===== src/rtl/stepper_phase_sequencer_if.sv =====
`default_nettype none
// ============================================================================
//  Module      : stepper_phase_sequencer_if
//  Description : Move-command handshake bundle for the stepper phase sequencer.
//                The master issues {dir, steps, half} qualified by cmd_valid.
//                The slave (sequencer) returns cmd_ready.
//  Revision    : 1.0  initial release
// ============================================================================
interface stepper_phase_sequencer_if #(
  parameter int STEP_W = 16
) ();

  logic              cmd_valid;
  logic              cmd_ready;
  logic              cmd_dir;
  logic [STEP_W-1:0] cmd_steps;
  logic              cmd_half;

  // Command source side
  modport master (
    output cmd_valid,
    output cmd_dir,
    output cmd_steps,
    output cmd_half,
    input  cmd_ready
  );

  // Sequencer side
  modport slave (
    input  cmd_valid,
    input  cmd_dir,
    input  cmd_steps,
    input  cmd_half,
    output cmd_ready
  );

endinterface : stepper_phase_sequencer_if
`default_nettype wire


===== src/rtl/stepper_phase_sequencer.sv =====
`default_nettype none
// ============================================================================
//  Module      : stepper_phase_sequencer
//  Description : Turns each rising edge of the prescaler step clock into one
//                motor step, driving the four coil phases {A,B,C,D}. Accepts
//                move commands (dir, count, half/full mode) over valid/ready
//                and tracks absolute position in half-step units.
//  Build macro : STEPPER_IDLE_RELEASE_EN - when defined, the coils are
//                de-energized (phase = 0000) whenever the sequencer is idle;
//                the table index is kept so the next move resumes from it.
//  Revision    : 1.0  initial release
// ============================================================================
module stepper_phase_sequencer #(
  parameter int STEP_W = 16,
  parameter int POS_W  = 16
) (
  input  logic                      clk,
  input  logic                      rst,         // synchronous, active low
  input  logic                      step_clk,
  stepper_phase_sequencer_if.slave  cmd,
  input  logic                      abort,
  output logic [3:0]                phase,
  output logic                      busy,
  output logic                      done,
  output logic [STEP_W-1:0]         steps_left,
  output logic [POS_W-1:0]          position
);

  // --------------------------------------------------------------------------
  // State encoding
  // --------------------------------------------------------------------------
  typedef enum logic [1:0] {
    ST_IDLE   = 2'd0,
    ST_RUN    = 2'd1,
    ST_FINISH = 2'd2
  } state_t;

  // Coil pattern shown after reset: coils off in release builds, otherwise
  // the pattern of table index 0 so the rotor is held in a known detent.
`ifdef STEPPER_IDLE_RELEASE_EN
  localparam logic [3:0] PHASE_RST = 4'b0000;
`else
  localparam logic [3:0] PHASE_RST = 4'b1000;
`endif

  // Eight-entry half-step table; full stepping visits every other entry.
  function automatic logic [3:0] phase_of(input logic [2:0] idx);
    logic [3:0] pat;
    case (idx)
      3'd0:    pat = 4'b1000;
      3'd1:    pat = 4'b1100;
      3'd2:    pat = 4'b0100;
      3'd3:    pat = 4'b0110;
      3'd4:    pat = 4'b0010;
      3'd5:    pat = 4'b0011;
      3'd6:    pat = 4'b0001;
      default: pat = 4'b1001;
    endcase
    return pat;
  endfunction

  // --------------------------------------------------------------------------
  // Registers
  // --------------------------------------------------------------------------
  state_t            state_q,  state_d;
  logic              step_q,   step_d;     // step_clk delayed one clk
  logic              tick_q,   tick_d;     // registered rising-edge detect
  logic [2:0]        idx_q,    idx_d;      // phase table index
  logic [POS_W-1:0]  pos_q,    pos_d;
  logic [STEP_W-1:0] left_q,   left_d;
  logic              dir_q,    dir_d;      // latched at command acceptance
  logic              half_q,   half_d;     // latched at command acceptance
  logic              done_q,   done_d;
  logic              busy_q,   busy_d;
  logic [3:0]        phase_q,  phase_d;

  // Signed per-step increments derived from the latched mode/direction
  logic [2:0]        idx_step;
  logic [POS_W-1:0]  pos_step;

  // State register and all registered outputs
  always_ff @(posedge clk) begin
    if (!rst) begin
      state_q <= ST_IDLE;
      step_q  <= 1'b0;
      tick_q  <= 1'b0;
      idx_q   <= 3'd0;
      pos_q   <= '0;
      left_q  <= '0;
      dir_q   <= 1'b0;
      half_q  <= 1'b0;
      done_q  <= 1'b0;
      busy_q  <= 1'b0;
      phase_q <= PHASE_RST;
    end else begin
      state_q <= state_d;
      step_q  <= step_d;
      tick_q  <= tick_d;
      idx_q   <= idx_d;
      pos_q   <= pos_d;
      left_q  <= left_d;
      dir_q   <= dir_d;
      half_q  <= half_d;
      done_q  <= done_d;
      busy_q  <= busy_d;
      phase_q <= phase_d;
    end
  end

  // Step increments: +/-1 in half mode, +/-2 in full mode. The index and the
  // position move by the same signed amount; the index simply wraps mod 8.
  always_comb begin
    idx_step = 3'd0;
    pos_step = '0;
    if (half_q) begin
      idx_step = dir_q ? 3'd1 : 3'd7;
      pos_step = POS_W'(1);
    end else begin
      idx_step = dir_q ? 3'd2 : 3'd6;
      pos_step = POS_W'(2);
    end
    if (!dir_q) begin
      pos_step = -pos_step;
    end
  end

  // Next-state logic: command acceptance, stepping, abort and completion
  always_comb begin
    state_d = state_q;
    idx_d   = idx_q;
    pos_d   = pos_q;
    left_d  = left_q;
    dir_d   = dir_q;
    half_d  = half_q;
    step_d  = step_clk;
    // A tick is only kept when it is detected while a move is running, so
    // edges seen in IDLE/FINISH (including the acceptance edge) are dropped.
    tick_d  = step_clk && !step_q && (state_q == ST_RUN);

    case (state_q)
      ST_IDLE: begin
        if (cmd.cmd_valid) begin
          dir_d   = cmd.cmd_dir;
          half_d  = cmd.cmd_half;
          left_d  = cmd.cmd_steps;
          state_d = (cmd.cmd_steps != '0) ? ST_RUN : ST_FINISH;
        end
      end
      ST_RUN: begin
        // Abort has priority over a coinciding tick: no step is taken and
        // the remaining count is left visible.
        if (abort) begin
          state_d = ST_FINISH;
        end else if (tick_q) begin
          idx_d  = idx_q + idx_step;
          pos_d  = pos_q + pos_step;
          left_d = left_q - STEP_W'(1);
          if (left_q == STEP_W'(1)) begin
            state_d = ST_FINISH;
          end
        end
      end
      ST_FINISH: begin
        state_d = ST_IDLE;
      end
      default: begin
        state_d = ST_IDLE;
      end
    endcase

    // Outputs are registered versions of the next-state decode so that they
    // line up with the state they describe.
    done_d = (state_d == ST_FINISH);
    busy_d = (state_d != ST_IDLE);
`ifdef STEPPER_IDLE_RELEASE_EN
    phase_d = (state_d == ST_IDLE) ? 4'b0000 : phase_of(idx_d);
`else
    phase_d = phase_of(idx_d);
`endif
  end

  // Ready is a pure state decode so a waiting command is taken the same cycle
  assign cmd.cmd_ready = (state_q == ST_IDLE);

  assign phase      = phase_q;
  assign busy       = busy_q;
  assign done       = done_q;
  assign steps_left = left_q;
  assign position   = pos_q;

endmodule : stepper_phase_sequencer
`default_nettype wire

===== src/flat_wrapper.sv =====
// flat-port wrapper written by rule: the top's interface ports become plain ports
module stepper_phase_sequencer_flat 
#(
  parameter int STEP_W = 16,
  parameter int POS_W  = 16
)
  (clk, rst, step_clk, abort, phase, busy, done, steps_left, position, cmd_cmd_valid, cmd_cmd_dir, cmd_cmd_steps, cmd_cmd_half, cmd_cmd_ready);
  stepper_phase_sequencer_if #(.STEP_W(STEP_W)) cmd_i ();
  input  logic clk;
  input  logic rst;
  input  logic step_clk;
  input  logic abort;
  output logic [3:0] phase;
  output logic busy;
  output logic done;
  output logic [STEP_W-1:0] steps_left;
  output logic [POS_W-1:0] position;
  input wire logic [$bits(cmd_i.cmd_valid)-1:0] cmd_cmd_valid;
  input wire logic [$bits(cmd_i.cmd_dir)-1:0] cmd_cmd_dir;
  input wire logic [$bits(cmd_i.cmd_steps)-1:0] cmd_cmd_steps;
  input wire logic [$bits(cmd_i.cmd_half)-1:0] cmd_cmd_half;
  output wire logic [$bits(cmd_i.cmd_ready)-1:0] cmd_cmd_ready;
  assign cmd_i.cmd_valid = cmd_cmd_valid;
  assign cmd_i.cmd_dir = cmd_cmd_dir;
  assign cmd_i.cmd_steps = cmd_cmd_steps;
  assign cmd_i.cmd_half = cmd_cmd_half;
  assign cmd_cmd_ready = cmd_i.cmd_ready;
  stepper_phase_sequencer #(.STEP_W(STEP_W), .POS_W(POS_W)) u_core (.clk(clk), .rst(rst), .step_clk(step_clk), .cmd(cmd_i), .abort(abort), .phase(phase), .busy(busy), .done(done), .steps_left(steps_left), .position(position));
endmodule

===== config.mk =====
export PLATFORM = sky130hd
export DESIGN_NAME = stepper_phase_sequencer_flat
export DESIGN_NICKNAME = d
export VERILOG_FILES = /design/src/rtl/stepper_phase_sequencer_if.sv /design/src/rtl/stepper_phase_sequencer.sv /design/src/flat_wrapper.sv
export SDC_FILE = /design/constraint.sdc
export NUM_CORES = 1
export LEC_CHECK = 0
export ABC_AREA = 1
export CAP_MARGIN = 25
export CORE_MARGIN = 3
export CORE_UTILIZATION = 40
export DETAILED_ROUTE_END_ITERATION = 10
export PLACE_DENSITY = 0.67
export SETUP_SLACK_MARGIN = 0.4
export SLEW_MARGIN = 0
export SYNTH_ARGS = -nofsm -noshare
export SYNTH_HDL_FRONTEND = slang
export SYNTH_SLANG_ARGS = --single-unit

===== constraint.sdc =====
create_clock -name clk -period 2.75 [get_ports clk]
set_input_delay 0.275 -clock clk [delete_from_list [all_inputs] [get_ports clk]]
set_output_delay 0.275 -clock clk [all_outputs]
set_load 0.02 [all_outputs]

==> flow_summary.yaml <==
timing:
  fmax_mhz: 472
  max_slew_margin_pct: 67.7
  finalSetupTns_ns: 0
  slew_viol_final: 0
  rsz0062_at_grt: "no"
  setup_viol: 0
  hold_viol_final: 0
  setup_slack_ns: 0.630
  min_period_over_period_pct: 77.1
  finClkSkew_ns: 0.00409
  tightest_slew_ns: 0.483
  min_period_ns: 2.12
setup_path:
  cp_cell_sequence: "inv_1 -> ha_1 -> a21oi_1 -> nand2_1 -> a21oi_1 -> nand3_1 -> nand2_1 -> nand2_1 -> a21oi_1"
  max_stage_delay_ns: 0.38
  crit_buf_inv: 1
  worstPathRequired_ns: 3.00
  slowest_stage: "inv_1"
  path_class: "flip-flop to flip-flop"
  worstPathArrival_ns: 2.37
  cp_max_fo: 14
  path_delay_family: "compound AO/OA/AOI/OAI gates"
  crit_path_start_kind: "flip-flop"
  worst_setup_path_end_kind: "flip-flop"
place:
  place_congestion: 0.868
  dp_hpwl_mm: 6.12
  port_buffers: 61
  post-place-ws_ns: 0.617
finish:
  seq_area_sq_um: 941
  fillCellCount: 767
  final_common_cell: "nand2_1"
  antenna_cells: 0
  final_cell_mix: "nand2_1, nor2_1, clkdlybuf4s50_1"
  drive_gt1_share_pct: 4.40
  nNetsFinal: 588
  syn_to_final_growth_pct: 25.4
  multi_input_area_sq_mm: 0.00188
clock_network:
  clk_latency_ns: 0.31
  cts_buffers: 5
  cts.path.max_buffers: 2
  cts_setup_buffers: 0
  cts_tree: "yes"
  cts_resized: 0
  htreeDepth: 2
  cts_hold_buf: 0
  clkSinkCount: 47
  clkSlewWorstSetupHoldPaths_ns: 0.09
  cts_root_buffer: "clkbuf_8"
synthesis:
  yosys_warnings: 0
  synth_compound_area_share_pct: 13.8
  avgSynthCellArea_sq_um: 6.38
  synth-adder-area-share_pct: 8.56
  synth_nets: 529
  ys_ff_latch: 47
  synthDistinctLibCells: 40
  syn_area_sq_mm: 0.00310
  synthSimpleGateAreaFrac_pct: 33.5
  synth-seq-area-share_pct: 30.3
  synth_xor_area_share_pct: 4.80
  synth_top_family_by_area: "simple AND/OR/NAND/NOR gates"
  syn_inst: 486
  synth_edf_count: 0
  async_flop_share_pct: 0
  synth.area.mux_share_pct: 0
  synth-main-ff-cell: "dfxtp_1"
hold_path:
  hp-class: "flip-flop to flip-flop"
global_route:
  grt_pass1_wl_mm: 13.5
  antenna_found_initial: 0
  grt_use_total_pct: 18.7
  overflow: 0
  grt_max_degree: 28
  grt_pass1_vias: 3119
die:
  die_w_microns: 94.0
  ios: 62
  fp.dieH_microns: 94.0
  start_util_pct: 42.1
  std_cell_rows: 31
  die_area_sq_mm: 0.00884
  core_area_sq_mm: 0.00737
pwr:
  switching_power_w: 0.000578
  seq_power_share_pct: 44.9
  power_density_mw_per_mm2: 428
  p_int_w: 0.00109
  comb_power_share_pct: 29.6
  p_leak_nw: 1.86
  power_frac_clock_pct: 25.5
  peakVddDrop_v: 0.000243
  switching_share_pct: 34.7
drt:
  wire_per_inst_microns: 12.3
  drc: 0
  routed_wl_mm: 7.92
  viasPerCell: 4.98
  drtIter0Drc: 82
  antenna_left: 0
  first_pass_iters: 4
  vias: 3215
flow_run:
  maxCapViolCount: 0
run_status:
  status: "complete, no violations"
==> flip-flops by register name, summed over array words and instances, names as in the netlist, 2 cells and up <==
register           flops
u_core.phase           4
u_core.idx_q           3
u_core.steps_left     16
u_core.state_q         2
u_core.position       16
==> power groups by stage <==
stage | sequential, W | clock, W | combinational [W]
after global placement | 0.000763 | 0 | 0.000485
final | 0.000748 | 0.000424 | 0.000493
after CTS | 0.000747 | 0.000434 | 0.000495
after detailed placement | 0.000763 | 0 | 0.000490
after global routing | 0.000753 | 0.000461 | 0.000559
after floorplan | 0.000784 | 0 | 0.000309
==> metrics by stage <==
stage	area (sq um)	util, %	hold slack (ns)	total power (W)	cells
final	3890	52.8	0.403	0.00166	645
after global routing	3890	52.8	0.433	0.00177	645
after CTS	3890	52.8	0.401	0.00168	645
after detailed placement	3800	51.6	0.388	0.00125	637
after global placement	3800	51.6	0.386	0.00125	637
after floorplan	3100	-	0.376	0.00109	486
==> cells in the mapped netlist (all sizes together), types with 2 or more instances <==
master	instances	area (sq um)
a21o	2	15.0
a21oi	37	189
buf	6	31.3
clkbuf	6	22.5
dfxtp	47	941
fa	2	40.0
ha	18	225
inv	59	221
nand2	113	434
nand3	29	145
nand3b	2	15.0
nand4	2	12.5
nor2	95	362
nor3	6	46.3
o21ai	33	173
or2	2	12.5
xnor2	5	43.8
xor2	12	105
==> worst register-to-register path: cells and delay by family, from the launching register on <==
| kind | cells | cell delay (ns) |
|---|---|---|
| AO/OA/AOI/OAI | 3 | 0.64 |
| buffers and inverters | 1 | 0.38 |
| adder cells (fa/ha/maj) | 1 | 0.38 |
| flip-flops | 1 | 0.35 |
| AND/OR/NAND/NOR | 4 | 0.31 |
==> layer usage <==
layer  up-vias  track usage, %  wire, microns
li1       1669               -              -
met1      1459            21.5           3450
met2        73            34.8           4030
met3        14            3.77            305
met4         0            5.05            127
met5         -               0              0
==> cells by family after synthesis <==
logic type | Yosys count
AOI/OAI and AO/OA | 79
xor gates and xnor gates | 17
adders and majority gates | 20
buffers and inverters | 72
DFF | 47
and+or+nand+nor | 251
==> final timing paths <==
check	from	end	slack [ns]	depth (start not counted)
min	u_core.step_q	u_core.tick_q	0.40	1
max	u_core.dir_q	u_core.position[15]	0.63	9
min reg2reg	u_core.step_q	u_core.tick_q	0.40	1
max reg2reg	u_core.dir_q	u_core.position[15]	0.63	9
==> final cells by class <==
class	count	area share (%)
flip-flops and latches	47	24.2
repair buffers	64	16.3
clock buffers	6	1.87
well taps	99	3.19
multi-input cells	367	48.4
clock inverters	2	0.322
inverters	60	5.79
(Power assumes the default switching activity.)
